===== config.mk =====
export PLATFORM = sky130hd
export DESIGN_NAME = alu_issue_stage
export DESIGN_NICKNAME = d
export VERILOG_FILES = /design/src/rtl/alu_defs_pkg.sv /design/src/rtl/alu_skid_buffer.sv /design/src/rtl/alu_issue_stage.sv
export SDC_FILE = /design/constraint.sdc
export NUM_CORES = 1
export LEC_CHECK = 0
export BUFFER_PORTS_ARGS = -buffer_cell sky130_fd_sc_hd__clkbuf_2
export CAP_MARGIN = 20
export CORE_ASPECT_RATIO = 1.25
export CORE_MARGIN = 2
export CORE_UTILIZATION = 54
export DETAILED_ROUTE_END_ITERATION = 7
export PLACE_DENSITY = 0.81
export SYNTH_ARGS = -nofsm -noshare
export SYNTH_HDL_FRONTEND = slang
export SYNTH_SLANG_ARGS = --single-unit

===== constraint.sdc =====
create_clock -name clk -period 5.23 [get_ports clk]
set_input_delay 1.046 -clock clk [delete_from_list [all_inputs] [get_ports clk]]
set_output_delay 1.046 -clock clk [all_outputs]
set_load 0.03 [all_outputs]

===== src/rtl/alu_defs_pkg.sv =====
// Shared ALU definitions: control codes, MIPS opcode/funct constants and the
// issue-stage decode helper. Used by both the ALU and its issue stage.
package alu_defs;

    typedef enum logic [2:0] {
        ALU_ADD  = 3'b000,
        ALU_SUB  = 3'b001,
        ALU_XOR  = 3'b010,
        ALU_SLT  = 3'b011,
        ALU_AND  = 3'b100,
        ALU_NAND = 3'b101,
        ALU_NOR  = 3'b110,
        ALU_OR   = 3'b111
    } alu_ctrl_e;

    localparam logic [5:0] OP_RTYPE = 6'h00;
    localparam logic [5:0] OP_ADDI  = 6'h08;
    localparam logic [5:0] OP_SLTI  = 6'h0A;
    localparam logic [5:0] OP_ANDI  = 6'h0C;
    localparam logic [5:0] OP_ORI   = 6'h0D;
    localparam logic [5:0] OP_XORI  = 6'h0E;

    localparam logic [5:0] FN_ADD  = 6'h20;
    localparam logic [5:0] FN_SUB  = 6'h22;
    localparam logic [5:0] FN_AND  = 6'h24;
    localparam logic [5:0] FN_OR   = 6'h25;
    localparam logic [5:0] FN_XOR  = 6'h26;
    localparam logic [5:0] FN_NOR  = 6'h27;
    localparam logic [5:0] FN_SLT  = 6'h2A;
    localparam logic [5:0] FN_NAND = 6'h2C;

    typedef struct packed {
        logic      legal;
        logic      use_imm;
        logic      sign_ext;
        alu_ctrl_e ctrl;
    } dec_t;

    function automatic dec_t decode(input logic [5:0] opcode, input logic [5:0] funct);
        dec_t d;
        d = '{legal: 1'b0, use_imm: 1'b0, sign_ext: 1'b0, ctrl: ALU_ADD};
        case (opcode)
            OP_RTYPE: begin
                d.legal = 1'b1;
                case (funct)
                    FN_ADD:  d.ctrl = ALU_ADD;
                    FN_SUB:  d.ctrl = ALU_SUB;
                    FN_XOR:  d.ctrl = ALU_XOR;
                    FN_SLT:  d.ctrl = ALU_SLT;
                    FN_AND:  d.ctrl = ALU_AND;
                    FN_NAND: d.ctrl = ALU_NAND;
                    FN_NOR:  d.ctrl = ALU_NOR;
                    FN_OR:   d.ctrl = ALU_OR;
                    default: d.legal = 1'b0;
                endcase
            end
            OP_ADDI: d = '{legal: 1'b1, use_imm: 1'b1, sign_ext: 1'b1, ctrl: ALU_ADD};
            OP_SLTI: d = '{legal: 1'b1, use_imm: 1'b1, sign_ext: 1'b1, ctrl: ALU_SLT};
            OP_ANDI: d = '{legal: 1'b1, use_imm: 1'b1, sign_ext: 1'b0, ctrl: ALU_AND};
            OP_ORI:  d = '{legal: 1'b1, use_imm: 1'b1, sign_ext: 1'b0, ctrl: ALU_OR};
            OP_XORI: d = '{legal: 1'b1, use_imm: 1'b1, sign_ext: 1'b0, ctrl: ALU_XOR};
            default: d.legal = 1'b0;
        endcase
        return d;
    endfunction

endpackage


===== src/rtl/alu_skid_buffer.sv =====
// Two-entry pipeline buffer: a registered output stage plus one skid entry.
// in_ready is registered and simply reflects "skid entry free".
module alu_skid_buffer #(
    parameter int W = 67
) (
    input  logic         clk,
    input  logic         reset,
    input  logic         push_valid,
    input  logic [W-1:0] push_data,
    output logic         in_ready,
    output logic         out_valid,
    output logic [W-1:0] out_data,
    input  logic         out_ready
);

    // Handshake: a transfer happens on a rising edge where valid and ready are
    // both high; valid holds its payload stable until that edge.
    logic         out_valid_q, out_valid_d;
    logic [W-1:0] out_data_q, out_data_d;
    logic         skid_valid_q, skid_valid_d;
    logic [W-1:0] skid_data_q, skid_data_d;
    logic         in_ready_q, in_ready_d;
    logic         fire;

    always_comb begin
        out_valid_d  = out_valid_q;
        out_data_d   = out_data_q;
        skid_valid_d = skid_valid_q;
        skid_data_d  = skid_data_q;
        fire         = out_valid_q & out_ready;
        if (skid_valid_q) begin
            // in_ready is low here, so no push can arrive alongside the drain
            if (fire) begin
                out_data_d   = skid_data_q;
                skid_valid_d = 1'b0;
            end
        end else if (!out_valid_q || fire) begin
            out_valid_d = push_valid;
            if (push_valid) out_data_d = push_data;
        end else if (push_valid) begin
            skid_valid_d = 1'b1;
            skid_data_d  = push_data;
        end
        in_ready_d = !skid_valid_d;
    end

    always_ff @(posedge clk) begin
        if (reset) begin
            out_valid_q  <= 1'b0;
            out_data_q   <= '0;
            skid_valid_q <= 1'b0;
            skid_data_q  <= '0;
            in_ready_q   <= 1'b0;
        end else begin
            out_valid_q  <= out_valid_d;
            out_data_q   <= out_data_d;
            skid_valid_q <= skid_valid_d;
            skid_data_q  <= skid_data_d;
            in_ready_q   <= in_ready_d;
        end
    end

    assign in_ready  = in_ready_q;
    assign out_valid = out_valid_q;
    assign out_data  = out_data_q;

endmodule


===== src/rtl/alu_issue_stage.sv =====
// Decode/issue stage in front of the ALU: decodes opcode/funct, selects operand B
// and buffers {a,b,control}. Define ALU_ISSUE_STATS_EN for issue/illegal counters.
module alu_issue_stage
    import alu_defs::*;
#(
    parameter int WIDTH = 32
) (
    input  logic             clk,
    input  logic             reset,
    input  logic             in_valid,
    output logic             in_ready,
    input  logic [5:0]       opcode,
    input  logic [5:0]       funct,
    input  logic [WIDTH-1:0] rs_val,
    input  logic [WIDTH-1:0] rt_val,
    input  logic [15:0]      imm16,
    output logic             out_valid,
    input  logic             out_ready,
    output logic [WIDTH-1:0] a,
    output logic [WIDTH-1:0] b,
    output logic [2:0]       control,
    output logic             illegal
`ifdef ALU_ISSUE_STATS_EN
   ,output logic [15:0]      issued_cnt,
    output logic [15:0]      illegal_cnt
`endif
);

    localparam int PW = 2 * WIDTH + 3;

    dec_t             dec;
    logic             accept;
    logic [WIDTH-1:0] imm_ext;
    logic [WIDTH-1:0] b_sel;
    logic [PW-1:0]    out_data;
    logic             illegal_q, illegal_d;

    always_comb begin
        dec       = decode(opcode, funct);
        accept    = in_valid & in_ready;
        imm_ext   = dec.sign_ext ? {{(WIDTH-16){imm16[15]}}, imm16}
                                 : {{(WIDTH-16){1'b0}}, imm16};
        b_sel     = dec.use_imm ? imm_ext : rt_val;
        // Illegal ops are consumed here and never reach the buffer
        illegal_d = accept & !dec.legal;
    end

    always_ff @(posedge clk) begin
        if (reset) illegal_q <= 1'b0;
        else       illegal_q <= illegal_d;
    end

    alu_skid_buffer #(.W(PW)) u_skid (
        .clk        (clk),
        .reset      (reset),
        .push_valid (accept & dec.legal),
        .push_data  ({rs_val, b_sel, dec.ctrl}),
        .in_ready   (in_ready),
        .out_valid  (out_valid),
        .out_data   (out_data),
        .out_ready  (out_ready)
    );

    assign a       = out_data[PW-1 -: WIDTH];
    assign b       = out_data[WIDTH+2 -: WIDTH];
    assign control = out_data[2:0];
    assign illegal = illegal_q;

`ifdef ALU_ISSUE_STATS_EN
    logic [15:0] issued_cnt_q, issued_cnt_d;
    logic [15:0] illegal_cnt_q, illegal_cnt_d;

    always_comb begin
        issued_cnt_d  = issued_cnt_q;
        illegal_cnt_d = illegal_cnt_q;
        if (out_valid && out_ready && issued_cnt_q != 16'hFFFF)
            issued_cnt_d = issued_cnt_q + 16'd1;
        if (illegal_q && illegal_cnt_q != 16'hFFFF)
            illegal_cnt_d = illegal_cnt_q + 16'd1;
    end

    always_ff @(posedge clk) begin
        if (reset) begin
            issued_cnt_q  <= '0;
            illegal_cnt_q <= '0;
        end else begin
            issued_cnt_q  <= issued_cnt_d;
            illegal_cnt_q <= illegal_cnt_d;
        end
    end

    assign issued_cnt  = issued_cnt_q;
    assign illegal_cnt = illegal_cnt_q;
`endif

endmodule


==> impl_results.md <==
- Crit end category: register
- CTS H-tree depth: 4
- Nets@finish: ~930
- Min Hold Slack: approximately 0.45 ns
- Worst-path clk slew: 0.06 ns
- N_diodes: 0
- I/O pin total: 166
- Total global routing overflow: 0
- Flop pwr share: a little over two fifths
- Critical path class: reg2reg
- Overall power: 2.49 mW
- Pin count of the biggest net entering global routing: 72
- NetSw: 0.558 mW
- Die X: 100 µm
- CTS Hold Buffers Added: 0
- Final period utilization: 63.9%
- Clk pwr share: 50.4%
- Crit path max fanout: 44
- Synth Register Bits: 138
- Fin Setup TNS: 0 ns
- Fin. Hold Viols: 0
- Fraction of registers with async set/reset: 0%
- Combinational share of power: 6.8%
- Critical Path RT: about 5.5 ns
- Mapped Nets: about 800
- Fillers: between 800 and 900
- Synth Flop Type: dfxtp_1
- Peak VDD IR: 177 µV
- TritonCTS buffer count: 17
- Setup Skew: around 0.011 ns
- Worst EP arrival: 3.60 ns
- Clk_lat worst skew: around 0.42 ns
- Final WL: approximately 17000 µm
- DP Wirelength: 10400 µm
- Die area: 12500 µm²
- EDFF count, synth: 0
- Die H: 124 µm
- First-pass GRT wire length: 26600 µm
- Setup violations, final: 0
- Synth unique cells: 40
- Final Max Tran Viols: 0
- Post-CTS setup buffers: 0
- Max Freq: 0.299 GHz
- Starting Density: 55.9%
- GPL Wtd Cong: 0.855
- CTS tree: yes
- Mapped Cells: 708
- PortBufs: 165
- Share of cells above drive strength 1: 28.0%
- Post-CTS Resized: 0
- Vias per cell: between 5 and 6
- Switch share: 22.4%
- CTS max path bufs: 2
- Status: completed
- Number of cell rows: 43
- Sequential area share after synthesis: between 40% and 50%
- Root Driver: clkbuf_16
- DRT iter0 DRCs: 344
- Vias in the first global route: about 5600
- Worst slew margin: 31.5%
- Core area: 11200 µm²
- Initial antenna violation count: 0
- DRC violations left: 0
- Maxcap violations: 0
- Area Overhead vs Synth: 22.7%
- YS warnings: 0
- P_leak: 3.16 nW
- Drt pass-1 iters: 4
- Unrepaired setup endpoints after global routing: false
- Clk sink count: 138
- GRT Total Usage: 26.2%
- Worst Max-Slew Pin Slew: a little over 1 ns
- Post-route ant nets: 0
- Cell area after synthesis: 6260 µm²
- Hold Crit Class: reg2reg
- Pwr dens: 324 nW/µm²
- Vias: 5772
- Mean post-synth cell area: slightly below 9 µm²
- Routed wire per std cell: 16.8 µm
- CP Launch Type: register
- Min Tclk post-route: 3.34 ns
- Internal power: roughly 1.9 mW
[layout by cell type (no fill, tap or decap), types with 2 or more instances in the layout]
| cell | instances |
|---|---|
| nand2_1 | 136 |
| nor2_1 | 6 |
| nor3_1 | 4 |
| nand2b_1 | 35 |
| clkbuf_16 | 17 |
| o221ai_1 | 2 |
| mux2_2 | 15 |
| a211oi_1 | 66 |
| bufinv_16 | 3 |
| o21ai_0 | 20 |
| nor3b_1 | 4 |
| nor2b_1 | 4 |
| clkinv_4 | 2 |
| a21oi_1 | 65 |
| inv_1 | 16 |
| nor4bb_1 | 2 |
| mux2i_1 | 68 |
| clkbuf_8 | 4 |
| a21oi_2 | 5 |
| clkinv_2 | 2 |
| o22ai_1 | 35 |
| clkinvlp_4 | 3 |
| buf_4 | 8 |
| dfxtp_1 | 137 |
| a21o_1 | 2 |
| clkbuf_2 | 164 |
| nand3_1 | 2 |
[per-stage QoR]
stage	area, µm²	cells	utilization (%)	setup WS [ns]
finish	7680	985	68.6	1.89
floorplan	6260	708	-	2.69
CTS	7630	983	68.2	1.93
detailed placement	7010	951	62.6	1.60
global placement	7010	951	62.6	1.74
global route	7680	985	68.6	1.68
[Yosys cell counts, types with 2 or more instances]
cell	number	area (µm²)
o221ai_1	2	17.5
nor2b_1	5	31.3
nand2b_1	35	219
mux2i_1	68	681
buf_2	24	120
nand2_1	137	514
buf_6	6	67.6
a21oi_1	65	325
inv_1	16	60.1
a21oi_2	5	43.8
o22ai_1	35	219
buf_4	2	15.0
o21ai_0	20	100
nor2_1	7	26.3
clkbuf_1	30	113
dfxtp_1	138	2760
nand3_1	2	10.0
mux2_2	15	169
nor3b_1	4	30.0
a21o_1	2	15.0
buf_1	2	7.51
a211oi_1	66	495
nor4bb_1	2	20.0
nor3_1	4	20.0
[per-layer routing]
layer	routed length, µm	GRT usage, %
met1	7150	33.0
met4	277	8.54
met5	0	0
met3	1100	6.23
met2	8020	43.7
[registers in the layout, indices dropped and copies added, names as in the netlist]
signal	count
u_skid.out_data	67
u_skid.skid_data_q	67
u_skid.in_ready	1
u_skid.out_valid	1
u_skid.skid_valid_q	1
illegal	1
[layout make-up]
| type | instances | area [µm²] | share of cell area, % |
|---|---|---|---|
| inverters | 17 | 63.8 | 0.831 |
| clock buffers | 22 | 484 | 6.31 |
| flip-flops and latches | 138 | 2760 | 36.0 |
| multi-input cells | 489 | 3130 | 40.8 |
| repair buffers | 174 | 923 | 12.0 |
| well taps | 135 | 169 | 2.20 |
| clock inverters | 10 | 140 | 1.83 |
[logic make-up after synthesis]
family,count (synthesis),synth area share [%]
flops,138,44.1
xor+xnor,1,0.140
buf+inv,81,6.18
mux,84,13.8
compound gates,201,20.8
simple gates,203,15.0
[power groups by stage]
| stage | Sequential, mW | Clock, mW | Combinational, mW |
|---|---|---|---|
| 4_1_cts | 1.06 | 1.26 | 0.167 |
| 5_1_grt | 1.06 | 1.31 | 0.185 |
| 3_5_place_dp | 1.09 | 0 | 0.166 |
| 3_3_place_gp | 1.09 | 0 | 0.161 |
| 6_report | 1.06 | 1.25 | 0.170 |
| 2_1_floorplan | 1.10 | 0 | 0.0854 |
[final timing paths]
path,startpoint,to,slack (ns),depth (start not counted)
setup / recovery,u_skid.skid_valid_q,u_skid.out_data[46],1.89,7
hold / removal,u_skid.skid_data_q[5],u_skid.skid_data_q[5],0.45,2
setup reg to reg,u_skid.skid_valid_q,u_skid.out_data[46],1.89,7
hold reg to reg,u_skid.skid_data_q[5],u_skid.skid_data_q[5],0.45,2
[worst max-delay path, cell delays in order, from the launching register on]
cell	delay, ns
dfxtp_2	0.48
buf_4	0.34
nand3b_1	0.33
nor2b_2	0.54
nand3_2	0.19
nand2_2	0.74
buf_4	0.41
a211oi_1	0.13
No activity file was read; power rests on OpenSTA's default activity.
